$ cat src/rtl/sound_pkg.sv
// Shared types and timing constants for the sound playback arbiter.
// PLAY_CYCLES is derived from the codec sample rate and the system clock.
package sound_pkg;

  typedef enum logic [1:0] {
    IDLE = 2'b00,
    PLAY = 2'b01,
    GAP  = 2'b10
  } state_t;

  localparam int CLK_FREQUENCY  = 50_000_000;
  localparam int MCLK_FREQUENCY = 2_048_000;
  localparam int FUNDAMENTAL_SR = MCLK_FREQUENCY / 256;
  localparam int NUM_OF_SAMPLES = 1023;

  // One extra sample slot covers the restart at sample 0 after the rising edge.
  localparam int PLAY_CYCLES = (CLK_FREQUENCY / FUNDAMENTAL_SR) * (NUM_OF_SAMPLES + 1);

  localparam logic SAMPLE_SINE  = 1'b0;
  localparam logic SAMPLE_QUACK = 1'b1;

endpackage

$ cat src/rtl/prio_encoder.sv
// Fixed-priority encoder (lowest index wins) with a flag telling whether any
// set bit sits strictly below a given threshold index.
module prio_encoder #(
  parameter int NUM_REQ = 4,
  localparam int ID_W = $clog2(NUM_REQ)
) (
  input  logic [NUM_REQ-1:0] pending,
  input  logic [ID_W-1:0]    thresh,
  output logic               valid,
  output logic [ID_W-1:0]    idx,
  output logic               lower_exists
);

  // Scan from the top down so the lowest set index is the last one written.
  always_comb begin
    valid        = 1'b0;
    idx          = '0;
    lower_exists = 1'b0;
    for (int i = NUM_REQ - 1; i >= 0; i--) begin
      valid        = valid | pending[i];
      idx          = pending[i] ? ID_W'(i) : idx;
      lower_exists = lower_exists | (pending[i] & (ID_W'(i) < thresh));
    end
  end

endmodule

$ cat src/rtl/sound_arbiter.sv
// Shares the codec playback path between NUM_REQ sound-event requesters,
// granting latched requests by fixed priority with a forced low gap between grants.
module sound_arbiter #(
  parameter int                 NUM_REQ     = 4,
  parameter int                 PLAY_CYCLES = sound_pkg::PLAY_CYCLES,
  parameter int                 GAP_CYCLES  = 4,
  parameter logic [NUM_REQ-1:0] SAMPLE_MAP  = NUM_REQ'(4'b1010),
  parameter int                 CNT_W       = 23,
  localparam int                ID_W        = $clog2(NUM_REQ)
) (
  input  logic               clk,
  input  logic               rst_n,
  input  logic               enable_in,
  input  logic [NUM_REQ-1:0] req,
  output logic               sound_enable,
  output logic               sound_input,
  output logic               sound_sample_select,
  output logic               busy,
  output logic [ID_W-1:0]    active_id,
  output logic [NUM_REQ-1:0] done,
  output logic               preempted
);

  import sound_pkg::*;

  state_t             state_r;
  logic [CNT_W-1:0]   cnt_r;
  logic [NUM_REQ-1:0] pending_r;

  logic               grant_valid_s;
  logic [ID_W-1:0]    grant_id_s;
  logic               lower_exists_s;
  logic [NUM_REQ-1:0] grant_mask_s;
  logic [NUM_REQ-1:0] done_mask_s;
  logic               play_last_s;
  logic               gap_last_s;

  assign grant_mask_s = {{(NUM_REQ-1){1'b0}}, 1'b1} << grant_id_s;
  assign done_mask_s  = {{(NUM_REQ-1){1'b0}}, 1'b1} << active_id;
  assign play_last_s  = (cnt_r == CNT_W'(PLAY_CYCLES - 1));
  assign gap_last_s   = (cnt_r == CNT_W'(GAP_CYCLES - 1));

  prio_encoder #(
    .NUM_REQ(NUM_REQ)
  ) u_prio_encoder (
    .pending     (pending_r),
    .thresh      (active_id),
    .valid       (grant_valid_s),
    .idx         (grant_id_s),
    .lower_exists(lower_exists_s)
  );

  // Arbitration FSM with play/gap counter, pending latch and registered outputs.
  always_ff @(posedge clk) begin
    if (!rst_n) begin
      state_r             <= IDLE;
      cnt_r               <= '0;
      pending_r           <= '0;
      sound_enable        <= 1'b0;
      sound_input         <= 1'b0;
      sound_sample_select <= SAMPLE_SINE;
      busy                <= 1'b0;
      active_id           <= '0;
      done                <= '0;
      preempted           <= 1'b0;
    end else begin
      sound_enable <= enable_in;
      done         <= '0;
      preempted    <= 1'b0;
      if (!enable_in) begin
        // Mute flushes everything queued; grant history (id/select) is kept.
        state_r     <= IDLE;
        cnt_r       <= '0;
        pending_r   <= '0;
        sound_input <= 1'b0;
        busy        <= 1'b0;
      end else begin
        pending_r <= pending_r | req;
        case (state_r)
          IDLE: begin
            if (grant_valid_s) begin
              // A simultaneous new pulse on the granted bit re-queues it.
              pending_r           <= (pending_r & ~grant_mask_s) | req;
              state_r             <= PLAY;
              cnt_r               <= '0;
              sound_input         <= 1'b1;
              sound_sample_select <= SAMPLE_MAP[grant_id_s];
              active_id           <= grant_id_s;
              busy                <= 1'b1;
            end
          end
          PLAY: begin
            if (play_last_s) begin
              state_r     <= GAP;
              cnt_r       <= '0;
              sound_input <= 1'b0;
              done        <= done_mask_s;
            end else if (lower_exists_s) begin
              state_r     <= GAP;
              cnt_r       <= '0;
              sound_input <= 1'b0;
              preempted   <= 1'b1;
            end else begin
              cnt_r <= cnt_r + CNT_W'(1'b1);
            end
          end
          GAP: begin
            if (gap_last_s) begin
              state_r <= IDLE;
              cnt_r   <= '0;
              busy    <= 1'b0;
            end else begin
              cnt_r <= cnt_r + CNT_W'(1'b1);
            end
          end
          default: begin
            state_r     <= IDLE;
            cnt_r       <= '0;
            sound_input <= 1'b0;
            busy        <= 1'b0;
          end
        endcase
      end
    end
  end

endmodule

$ cat config.mk
export PLATFORM = sky130hd
export DESIGN_NAME = sound_arbiter
export DESIGN_NICKNAME = d
export VERILOG_FILES = /design/src/rtl/sound_pkg.sv /design/src/rtl/prio_encoder.sv /design/src/rtl/sound_arbiter.sv
export SDC_FILE = /design/constraint.sdc
export NUM_CORES = 1
export LEC_CHECK = 0
export ABC_AREA = 1
export ABC_CLOCK_PERIOD_IN_PS = 1550
export BUFFER_PORTS_ARGS = -buffer_cell sky130_fd_sc_hd__buf_2
export CAP_MARGIN = 0
export CELL_PAD_IN_SITES_DETAIL_PLACEMENT = 1
export CELL_PAD_IN_SITES_GLOBAL_PLACEMENT = 1
export CORE_ASPECT_RATIO = 0.6
export CORE_MARGIN = 10
export CORE_UTILIZATION = 38
export DETAILED_ROUTE_END_ITERATION = 6
export GPL_ROUTABILITY_DRIVEN = 0
export PLACE_DENSITY = 0.74
export SETUP_SLACK_MARGIN = 0.02
export SYNTH_ARGS = -nofsm -noshare
export SYNTH_HDL_FRONTEND = slang
export SYNTH_SLANG_ARGS = --single-unit
$ cat constraint.sdc
create_clock -name clk -period 1.55 [get_ports clk]
set_input_delay 0.2325 -clock clk [delete_from_list [all_inputs] [get_ports clk]]
set_output_delay 0.2325 -clock clk [all_outputs]
set_load 0.02 [all_outputs]
# Word-level counts from Yosys, hierarchy flattened
# Index checks and enable logic that the tools add are counted.
# word_totals
output_inout_bits	11
word_cells	76
reg_bits	40
# classes
bitwise_logic	18
n_eq_ne	7
addsub	1
n_reduce_logical	8
magnitude_cmp	5
shifts	2
muxes	25
# ops
operator	count
2-to-1 mux 23 bit	4
case mux 23 bit (3 select lines)	1
adder 23 x 1 -> 23 bit, second input constant	1
equality test 23 x 2 -> 1 bit, second input constant	1
equality test 23 bit, second input constant	1
2-to-1 mux 2 bit	8
AND reduction 3 bit	4
2-to-1 mux 4 bit	2
bitwise OR 4 bit	2
<< shifter 1 x 2 -> 4 bit, first input constant	2
2-to-1 mux 1 bit	6
bitwise OR 1 bit	6
case mux 1 bit (3 select lines)	2
case mux 2 bit (3 select lines)	1
bitwise AND 1 bit	4
bitwise AND 4 bit	1
< comparator 1 x 2 -> 1 bit, first input constant	2
< comparator 2 bit, first input constant	2
inequality test 2 bit, second input constant	2
NOT 1 bit	4
NOT 4 bit	1
AND reduction 4 bit	1
OR reduction 4 bit	1
< comparator 2 x 3 -> 1 bit, second input constant	1
other kinds (6)	6

# Depth between registers and ports, before layout
# Gate-level depths: netlist (run 1).
# depth
depth_word	10
depth_mapped	12

# Hierarchy
# Synthesis (run 1) repeated with hierarchy kept, for this count alone.
# hier_totals
hier_cells	355
hier_area_um2	2354.8
# by_module_without_submodules
module	area_each_um2	cells_per_inst	instances	seq_area_each_um2
sound_arbiter	2293.4	340	1	780.7
prio_encoder	61.3	15	1	0.0

# Worst setup path after synthesis (run 1)
# Ideal clock, no wire load.
# synth_path
path_type	reg2reg
from	register cnt_r[0]
to	register cnt_r[11]
stages_incl_launch_ff	12
n_path_buf	1
path_slack_ns	-0.079
required_ns	1.431
t_arrival_ns	1.511
cell_sequence	dfxtp_1 -> ha_1 -> nand3_2 -> nor2_4 -> nand3_2 -> nand2_2 -> nand2_4 -> nand2_2 -> nand2_2 -> nand2_4 -> buf_8 -> nor2_2
# synth_via
elab_chain_cells	4
elab_cells_between_ends	7
# synth_rtl
element	line	rtl
start: declaration	sound_arbiter.sv:27	logic [CNT_W-1:0] cnt_r;
start signal: assignment	sound_arbiter.sv:104	cnt_r <= cnt_r + CNT_W'(1'b1);
start signal: assignment	sound_arbiter.sv:113	cnt_r <= cnt_r + CNT_W'(1'b1);
adder 23 x 1 -> 23 bit	sound_arbiter.sv:104, sound_arbiter.sv:113	
2-to-1 mux 23 bit	sound_arbiter.sv:98	end else if (lower_exists_s) begin
2-to-1 mux 23 bit	sound_arbiter.sv:93	if (play_last_s) begin
case mux 23 bit (3 select lines) *	sound_arbiter.sv:79	case (state_r)
# Mark *: on every way between the ends. The rest lies on a longest branch, timed or not.
# A chain may end at the register's enable or synchronous reset.

# Final worst setup path (run 1)
# layout_path
from	register cnt_r[0]
to	register cnt_r[14]
# The elaborated chain is that of the path after synthesis.

==> impl_metrics.yaml, run 1 <==
outcome:
  status: "finished, final reports clean"
timing:
  drv_slew: 0
  fin_crit_sh: 0.976
  period_needed_ns: 1.51
  fin_worst_skew_ns: 0.0123
  fin_tns_setup_ns: 0
  whs_ns: 0.125
  slew_headroom: 0.687
  setup_viol: 0
  tightest_slew_ns: 0.469
  max_freq_mhz: 661
  hold_viol: 0
  rsz0062_at_grt: "yes"
worst_setup_path:
  r2r_end: "cnt_r[14]"
  r2r_cells: 8
  r2r_slack_ns: 0.04
  startpoint: "cnt_r[0]"
  worstPathArrival_ns: 1.71
  cp-start-kind: "flip-flop"
  path_class: "flip-flop to flip-flop"
  end_kind: "flip-flop"
  crit_fanout: 5
  worstPathRequired_ns: 1.75
  timing.rr.start: "cnt_r[0]"
finish:
  instances_no_fill: 492
  antenna_cells: 0
  syn_to_final_growth_pct: 38.8
  nets: 422
  final_util: 0.544
  drive_gt1_frac: 0.400
routing:
  wirelength_mm: 8.13
  dr.pass1.iters: 4
  vias: 2431
  final_antenna_net_count: 0
  avgViaCountPerCell: 4.94
  wl_met2_mm: 3.46
  drt_iter0_drc: 149
  drt-met1-wl_mm: 4.03
  routedWlPerCell_um: 16.5
  drc: 0
  routed-wl-met3_um: 545
  top_layer_used: "met4"
global_route:
  grt_pass1_wl_mm: 12.9
  grt_max_degree: 14
  gr-usage-all-layers: 0.173
  antenna_found_initial: 0
  grt_pass1_vias: 2506
  grt-ovfl-total: 0
pwr:
  leakage_uw: 0.00129
  powerDensity_nw_per_um2: 721
  ir_drop_mv: 0.340
  finalPower_uw: 2190
placement:
  dp_cells: 478
  hpwl_mm: 6.28
  port_buffers: 17
yosys:
  postSynthAreaPerCell_sq_um: 6.45
  synth_edf_count: 0
  yosys.cell_count.top_type: "nand2_1"
  synth_cells: 339
  synth_seq_cells: 39
  synth_fp_nets: 350
  synth_top_area_cell: "dfxtp_1"
  ys_warn_count: 0
  async_flop_share: 0
  netlist_top_cells_count: "nand2_1, nor2_1, dfxtp_1"
  synth.area.top_cells: "dfxtp_1, nand2_1, nor2_1"
  synth_area_sq_um: 2190
  ys_seq_area_frac: 0.357
  synth_top_cell_area_share: 0.357
  synth_ff_type: "dfxtp_1"
  yosys.cell_types.count: 31
clocking:
  cts_tree: "built"
  cts-root-buf: "clkbuf_8"
  cts.path.max_buffers: 2
  clock_latency_ns: 0.31
  cts_buffers: 5
  clock_sink_count: 39
  clk_pin_slew_worst_paths_ns: 0.09
  htreeDepth: 2
hold_path:
  min_to: "pending_r[2]"
  min_path_type: "input pin to flip-flop"
  hp-start: "req[2]"
  whs_path_depth: 3
floorplan:
  die-area_sq_um: 9290
  pin_count: 18
  core.rowCount: 21
  die_h_um: 78.8
  die_w_um: 118
  core_sq_um: 5570
  start_util: 0.392
flow_run:
  cap_violations: 0
cells by family (layout without fill, tap and decap cells):
group,after synthesis,count (layout),synth area share
AO/OA/AOI/OAI,34,34,0.0836
buffers and inverters,45,117,0.0853
XOR/XNOR,6,6,0.0240
flip-flops,39,39,0.357
adder cells (fa/ha/maj),4,4,0.0229
AND/OR/NAND/NOR,211,212,0.427
sequential cells by signal, indices dropped and copies added, names as in the netlist:
signal	cells
busy	1
sound_input	1
done	4
cnt_r	23
sound_enable	1
pending_r	4
active_id	2
preempted	1
state_r	2
worst max-delay path, cell delays in order, from the launching register on:
cell and delay (ns):
dfxtp_4 0.38, ha_4 0.16, nand3_2 0.08, nor2_2 0.13
buf_6 0.14, nand4_1 0.10, or2_2 0.29, nand2_1 0.08
nor2_1 0.05
report_power, final:
group	leakage [uW]	switching, uW	internal (uW)	total, uW
clock	0.0000402	423	314	737
combinational	0.000918	265	162	426
sequential	0.000328	11.5	1010	1020
total	0.00129	700	1490	2190
layout make-up:
type                            count  area (sq um)
Clock buffer                        5          68.8
Clock inverter                      3          20.0
Fill cell                         754          2540
Inverter                           40           150
Multi-Input combinational cell    256          1390
Sequential cell                    39           820
Tap cell                           80           100
Timing Repair Buffer               69           487
cells in the final DEF (no fill, tap or decap), types with 3 or more instances in the layout:
master	Yosys	layout
a21oi_1	19	17
buf_2	2	17
buf_4	1	49
buf_6	0	3
clkbuf_8	0	5
dfxtp_1	39	18
dfxtp_2	0	16
dfxtp_4	0	5
inv_1	35	29
inv_2	5	11
nand2_1	82	76
nand2_2	3	7
nand2_4	2	4
nand3_1	28	23
nand3_2	2	7
nand4_1	8	8
nor2_1	67	54
nor2_2	13	24
nor2_4	1	3
o21ai_0	7	5
xor2_1	4	4
what timing repair did:
item | 4_1_cts | 5_1_grt
pin swaps | 2 | 14
buffers inserted | 1 | 5
setup endpoints to repair | 17 | 26
gates resized for setup | 19 | 53
hold buffers | 0 | 0
gates cloned | 1 | 0
through the flow:
stage / setup WS [ns] / instance area (sq um)
floorplan: 0.0237 / 2200
global placement: 0.0106 / 2700
detailed placement: -0.0518 / 2700
CTS: 0.0118 / 2860
global route: -0.0821 / 3030
finish: 0.0373 / 3030
how the worst max path moves through the flow:
| stage | slack [ns] | endpoint | cells after the start |
|---|---|---|---|
| 6_report | 0.04 | cnt_r[14] | 8 |
| 3_3_place_gp | 0.01 | cnt_r[11] | 7 |
| 5_1_grt | -0.08 | cnt_r[19] | 11 |
| 3_5_place_dp | -0.05 | cnt_r[21] | 8 |
| 4_1_cts | 0.01 | cnt_r[22] | 9 |
| 2_1_floorplan | 0.02 | cnt_r[4] | 9 |
metal layers:
metal  vias up  global-route usage
met4         0              0.0479
met5         -                   0
met3        10              0.0290
met2        48               0.263
li1       1212                   -
met1      1161               0.246
Power figures use the tool's default switching activity.
==> inputs of run 2 (changes only) <==
Settings changed: CORE_MARGIN 10 to not set, MAX_ROUTING_LAYER set to met4.
==> impl_metrics.yaml, run 2 (same netlist as run 1, synthesis figures left out) <==
outcome:
  status: "finished with violations"
  violations: "setup timing"
floorplan:
  die-area_sq_um: 6070
  die_h_um: 60.8
  die_w_um: 99.9
  start_util: 0.412
  core.rowCount: 20
  core_sq_um: 5310
  pin_count: 18
pwr:
  clkPwrFrac: 0.406
  p_int_uw: 1840
  leakage_uw: 0.00136
  seqPwrFrac: 0.400
  p_switching_uw: 722
  powerDensity_nw_per_um2: 790
  ir_drop_mv: 0.434
  finalPower_uw: 2560
  switching_share: 0.282
  p_comb_frac: 0.194
worst_setup_path:
  crit_path_top_delay_cell: "dfxtp_2"
  cp-start-kind: "flip-flop"
  cpMostUsedCell: "nor2_1"
  worstPathRequired_ns: 1.74
  cpPeakStageDelay_ns: 0.39
  worstPathCellList: "nand2_2 -> inv_2 -> nand2_1 -> nor2_4 -> nand3_2 -> nand2_2 -> nand2_4 -> inv_1 -> nor2_1 -> nor2_1 -> nor2_1"
  path_class: "flip-flop to flip-flop"
  crit_fanout: 4
  worstPathArrival_ns: 1.86
  end_kind: "flip-flop"
finish:
  instances_no_fill: 491
  reg.largest.list: "cnt_r x23, done x4, pending_r x4"
  regMostFlops: "cnt_r"
  nets: 424
  num-fill-cells: 699
  largest_reg_flops: 23
  mostFrequentLayoutCells: "nand2_1, nor2_1, buf_4"
  antenna_cells: 0
  drive_gt1_frac: 0.442
  final_common_cell: "nand2_1"
  syn_to_final_growth_pct: 48.5
clocking:
  htreeDepth: 2
  cts-root-buf: "clkbuf_8"
  clk_pin_slew_worst_paths_ns: 0.08
  cts.path.max_buffers: 2
  cts_hold_buf: 0
  cts_tree: "built"
  cts_buffers: 5
  clock_latency_ns: 0.30
  clock_sink_count: 39
routing:
  wirelength_mm: 9.17
  routedWlPerCell_um: 18.7
  dr.pass1.iters: 4
  vias: 2549
  drt_iter0_drc: 196
  avgViaCountPerCell: 5.19
  drc: 0
  final_antenna_net_count: 0
timing:
  fin_tns_setup_ns: -0.534
  setup_viol: 17
  slew_headroom: 0.651
  max_freq_mhz: 599
  drv_slew: 0
  tightest_slew_ns: 0.523
  fin_worst_skew_ns: 0.00495
  whs_ns: 0.134
  setup_ws_ns: -0.120
  period_needed_ns: 1.67
  fin_crit_sh: 1.08
  hold_viol: 0
  rsz0062_at_grt: "yes"
global_route:
  antenna_found_initial: 0
  grt_pass1_vias: 2264
  grt-ovfl-total: 0
  gr-usage-all-layers: 0.277
  grt_max_degree: 13
  grt_pass1_wl_mm: 11.9
placement:
  port_buffers: 17
  hpwl_mm: 5.76
  dp_cells: 474
hold_path:
  min_path_type: "input pin to flip-flop"
flow_run:
  cap_violations: 0
-- run 2: changes by cell type in the layout (fill, tap and decap cells not counted), sizes merged --
cell      previous run  this run
buf                 69        71
clkbuf               5         6
clkinv               1         0
clkinvlp             2         0
bufinv               0         2
-- run 2: worst max-delay path, delay by kind of cell (launching register included) --
kind | cells | cell delay [ns]
flip-flops | 1 | 0.39
buffers and inverters | 2 | 0.19
AND/OR/NAND/NOR | 9 | 0.98
-- run 2: cell type report --
| type | instances | area, sq um | area share |
|---|---|---|---|
| multi-input cells | 256 | 1530 | 0.472 |
| flip-flops and latches | 39 | 821 | 0.253 |
| repair buffers | 71 | 505 | 0.156 |
| inverters | 40 | 158 | 0.0486 |
| well taps | 77 | 96.3 | 0.0297 |
| clock buffers | 6 | 72.6 | 0.0224 |
| clock inverters | 2 | 60.1 | 0.0185 |
-- run 2: through the flow --
step / cell area, sq um / setup slack [ns] / utilization
2_1_floorplan: 2200 / 0.0237 / -
3_3_place_gp: 2690 / -0.0532 / 0.508
3_5_place_dp: 2690 / -0.102 / 0.508
4_1_cts: 2900 / 0.0152 / 0.547
5_1_grt: 3250 / -0.176 / 0.612
6_report: 3250 / -0.120 / 0.612
-- run 2: power groups by stage --
stage | combinational, uW | sequential [uW] | clock (uW)
after CTS | 397 | 1030 | 1040
after detailed placement | 354 | 1050 | 0
after global routing | 518 | 1030 | 1090
after floorplan | 180 | 1070 | 0
after global placement | 349 | 1050 | 0
final | 498 | 1030 | 1040
-- run 2: repair_timing --
item                                   4_1_cts  5_1_grt
gates resized for setup                     23       86
setup buffers                                0        8
cloned                                       1        0
endpoints found under the hold margin        0        0
pin swaps                                    2       27
setup endpoints to repair                   28       29
-- run 2: final timing paths --
kind / from / to / slack (ns) / cells past startpoint
max: cnt_r[7] / cnt_r[19] / -0.12 / 11
min: req[2] / pending_r[2] / 0.13 / 3
max reg2reg: cnt_r[7] / cnt_r[19] / -0.12 / 11
min reg2reg: busy / busy / 0.47 / 2
-- run 2: routing by layer --
layer  GRT usage  routed length, um
met1       0.413               4530
met2       0.384               3990
met3      0.0518                517
met4      0.0504                138
met5           -                  0
==> inputs of run 3 (changes only) <==
Settings changed: ABC_AREA 1 to 0, CORE_UTILIZATION 38 to 40, MAX_ROUTING_LAYER met4 to not set.
==> impl_metrics.yaml, run 3 <==
timing:
  max_freq_mhz: 473
  rsz0062_at_grt: "yes"
  tightest_slew_ns: 0.403
  hold_viol: 0
  fin_tns_setup_ns: -14.53
  period_needed_ns: 2.11
  slew_headroom: 0.729
  fin_worst_skew_ns: 0.0142
  drv_slew: 0
  fin_crit_sh: 1.36
  setup_ws_ns: -0.564
  setup_viol: 32
floorplan:
  die-area_sq_um: 5060
  core.rowCount: 19
  die_h_um: 55.5
  core_sq_um: 4590
  start_util: 0.416
  die_w_um: 91.2
  pin_count: 18
finish:
  reg.largest.list: "cnt_r x23, done x4, pending_r x4"
  drive_gt1_frac: 0.532
  antenna_cells: 0
  regMostFlops: "cnt_r"
  syn_to_final_growth_pct: 56.5
  num-fill-cells: 528
  final_common_cell: "buf_4"
  mostFrequentLayoutCells: "buf_4, dfxtp_1, nand2_1"
  largest_reg_flops: 23
  nets: 322
clocking:
  cts_buffers: 5
  cts-root-buf: "clkbuf_8"
  clk_pin_slew_worst_paths_ns: 0.08
  cts.path.max_buffers: 2
  clock_sink_count: 39
  cts_tree: "built"
  clock_latency_ns: 0.31
  htreeDepth: 2
yosys:
  postSynthAreaPerCell_sq_um: 8.75
  synthAdderAreaFrac: 0.0262
  synth_top_cell_area_share: 0.409
  synth_ff_type: "dfxtp_1"
  yosys.cell_types.count: 42
  yosys.area_share.simple: 0.258
  synth_area_sq_um: 1910
  synth_cells: 218
  ys_seq_area_frac: 0.409
  netlist_top_cells_count: "dfxtp_1, nand2_1, a211oi_1, nand3_1, nor2_1"
  synth.area.top_cells: "dfxtp_1, a211oi_1, xor2_1"
  synth_top_area_cell: "dfxtp_1"
  synth_seq_cells: 39
  synthMuxAreaShare: 0
  synth_top_family_by_area: "simple AND/OR/NAND/NOR gates"
  async_flop_share: 0
  synth_edf_count: 0
  yosys.cell_count.top_type: "dfxtp_1"
  synth_fp_nets: 229
  ys_warn_count: 0
  synthXorXnorAreaFrac: 0.0734
  synth-compound-area-share: 0.185
global_route:
  grt_pass1_wl_mm: 11.4
  grt-ovfl-total: 0
  antenna_found_initial: 0
  grt_pass1_vias: 2190
  gr-usage-all-layers: 0.295
  grt_max_degree: 16
placement:
  port_buffers: 17
  place_ws_ns: -0.456
  hpwl_mm: 4.75
pwr:
  leakage_uw: 0.00121
  seqPwrFrac: 0.464
  clkPwrFrac: 0.335
  p_int_uw: 1530
  powerDensity_nw_per_um2: 744
  switching_share: 0.312
  p_switching_uw: 692
  p_comb_frac: 0.201
  ir_drop_mv: 0.421
worst_setup_path:
  cpPeakStageDelay_ns: 0.39
  end_kind: "flip-flop"
  worstPathCellList: "ha_4 -> nand2_2 -> or3_4 -> o311a_4 -> o21ai_4 -> buf_6 -> or3_1 -> a21oi_1"
  cp-start-kind: "flip-flop"
  crit_path_top_delay_cell: "o311a_4"
  path_class: "flip-flop to flip-flop"
  worstPathArrival_ns: 2.30
  r2r_slack_ns: -0.56
  worstPathRequired_ns: 1.73
  crit_fanout: 7
outcome:
  violations: "setup timing"
  status: "finished with violations"
routing:
  routedWlPerCell_um: 21.2
  wirelength_mm: 7.96
  vias: 2132
  avgViaCountPerCell: 5.69
  drt_iter0_drc: 107
  final_antenna_net_count: 0
  drc: 0
  dr.pass1.iters: 4
flow_run:
  cap_violations: 0
hold_path:
  min_path_type: "input pin to flip-flop"
-- run 3: critical path, delay by kind of cell (launching register included) --
family / cells / cell delay, ns
simple gates: 3 / 0.54
flops: 1 / 0.37
buf+inv: 1 / 0.18
fa+ha+maj: 1 / 0.14
compound gates: 3 / 0.76
-- run 3: final timing paths --
kind,from,to,cells past startpoint
setup / recovery,cnt_r[1],cnt_r[0],8
hold / removal,req[0],pending_r[0],3
setup reg to reg,cnt_r[1],cnt_r[0],8
hold reg to reg,sound_input,sound_input,2
-- run 3: per-stage QoR --
step | cell area, sq um | total power (uW) | hold WS [ns] | util | std cells
after floorplan | 2020 | 1240 | 0.350 | - | 218
after global placement | 2660 | 1400 | 0.438 | 0.580 | 360
after detailed placement | 2660 | 1420 | 0.449 | 0.580 | 360
after CTS | 2920 | 2170 | 0.143 | 0.636 | 374
after global routing | 2990 | 2280 | 0.152 | 0.651 | 375
final | 2990 | 2220 | 0.133 | 0.651 | 375
-- run 3: final cells by class --
class | count | area, sq um | share of cell area
tap | 63 | 78.8 | 0.0264
sequential | 39 | 802 | 0.269
clock buffer | 5 | 68.8 | 0.0230
inverter | 8 | 30.0 | 0.0101
timing repair buffer | 95 | 709 | 0.238
multi-input combinational | 162 | 1270 | 0.426
clock inverter | 3 | 23.8 | 0.00796
-- run 3: kinds of logic after synthesis --
logic type / after synthesis
AO/OA/AOI/OAI: 48
XOR/XNOR: 16
adder cells (fa/ha/maj): 4
buffers and inverters: 17
flip-flops: 39
AND/OR/NAND/NOR: 94
-- run 3: power by group through the flow --
stage          Clock [uW]  Combinational [uW]  Sequential (uW)
5_1_grt               788                 465             1030
6_report              744                 447             1030
4_1_cts               738                 405             1030
3_5_place_dp            0                 369             1050
3_3_place_gp            0                 352             1050
2_1_floorplan           0                 180             1060
-- run 3: repair_timing --
action / CTS / global route
endpoints found under the setup margin: 35 / 36
hold buffers: 0 / 0
gates resized for setup: 30 / 14
setup buffers: 7 / 1
pin swaps: 16 / 6
-- run 3: routing by layer --
layer / up-vias / track usage / share of wire
met5: - / 0 / 0
met4: 0 / 0.0499 / 0.021
met3: 15 / 0.0579 / 0.051
met2: 66 / 0.485 / 0.47
met1: 1071 / 0.408 / 0.45
li1: 980 / - / -
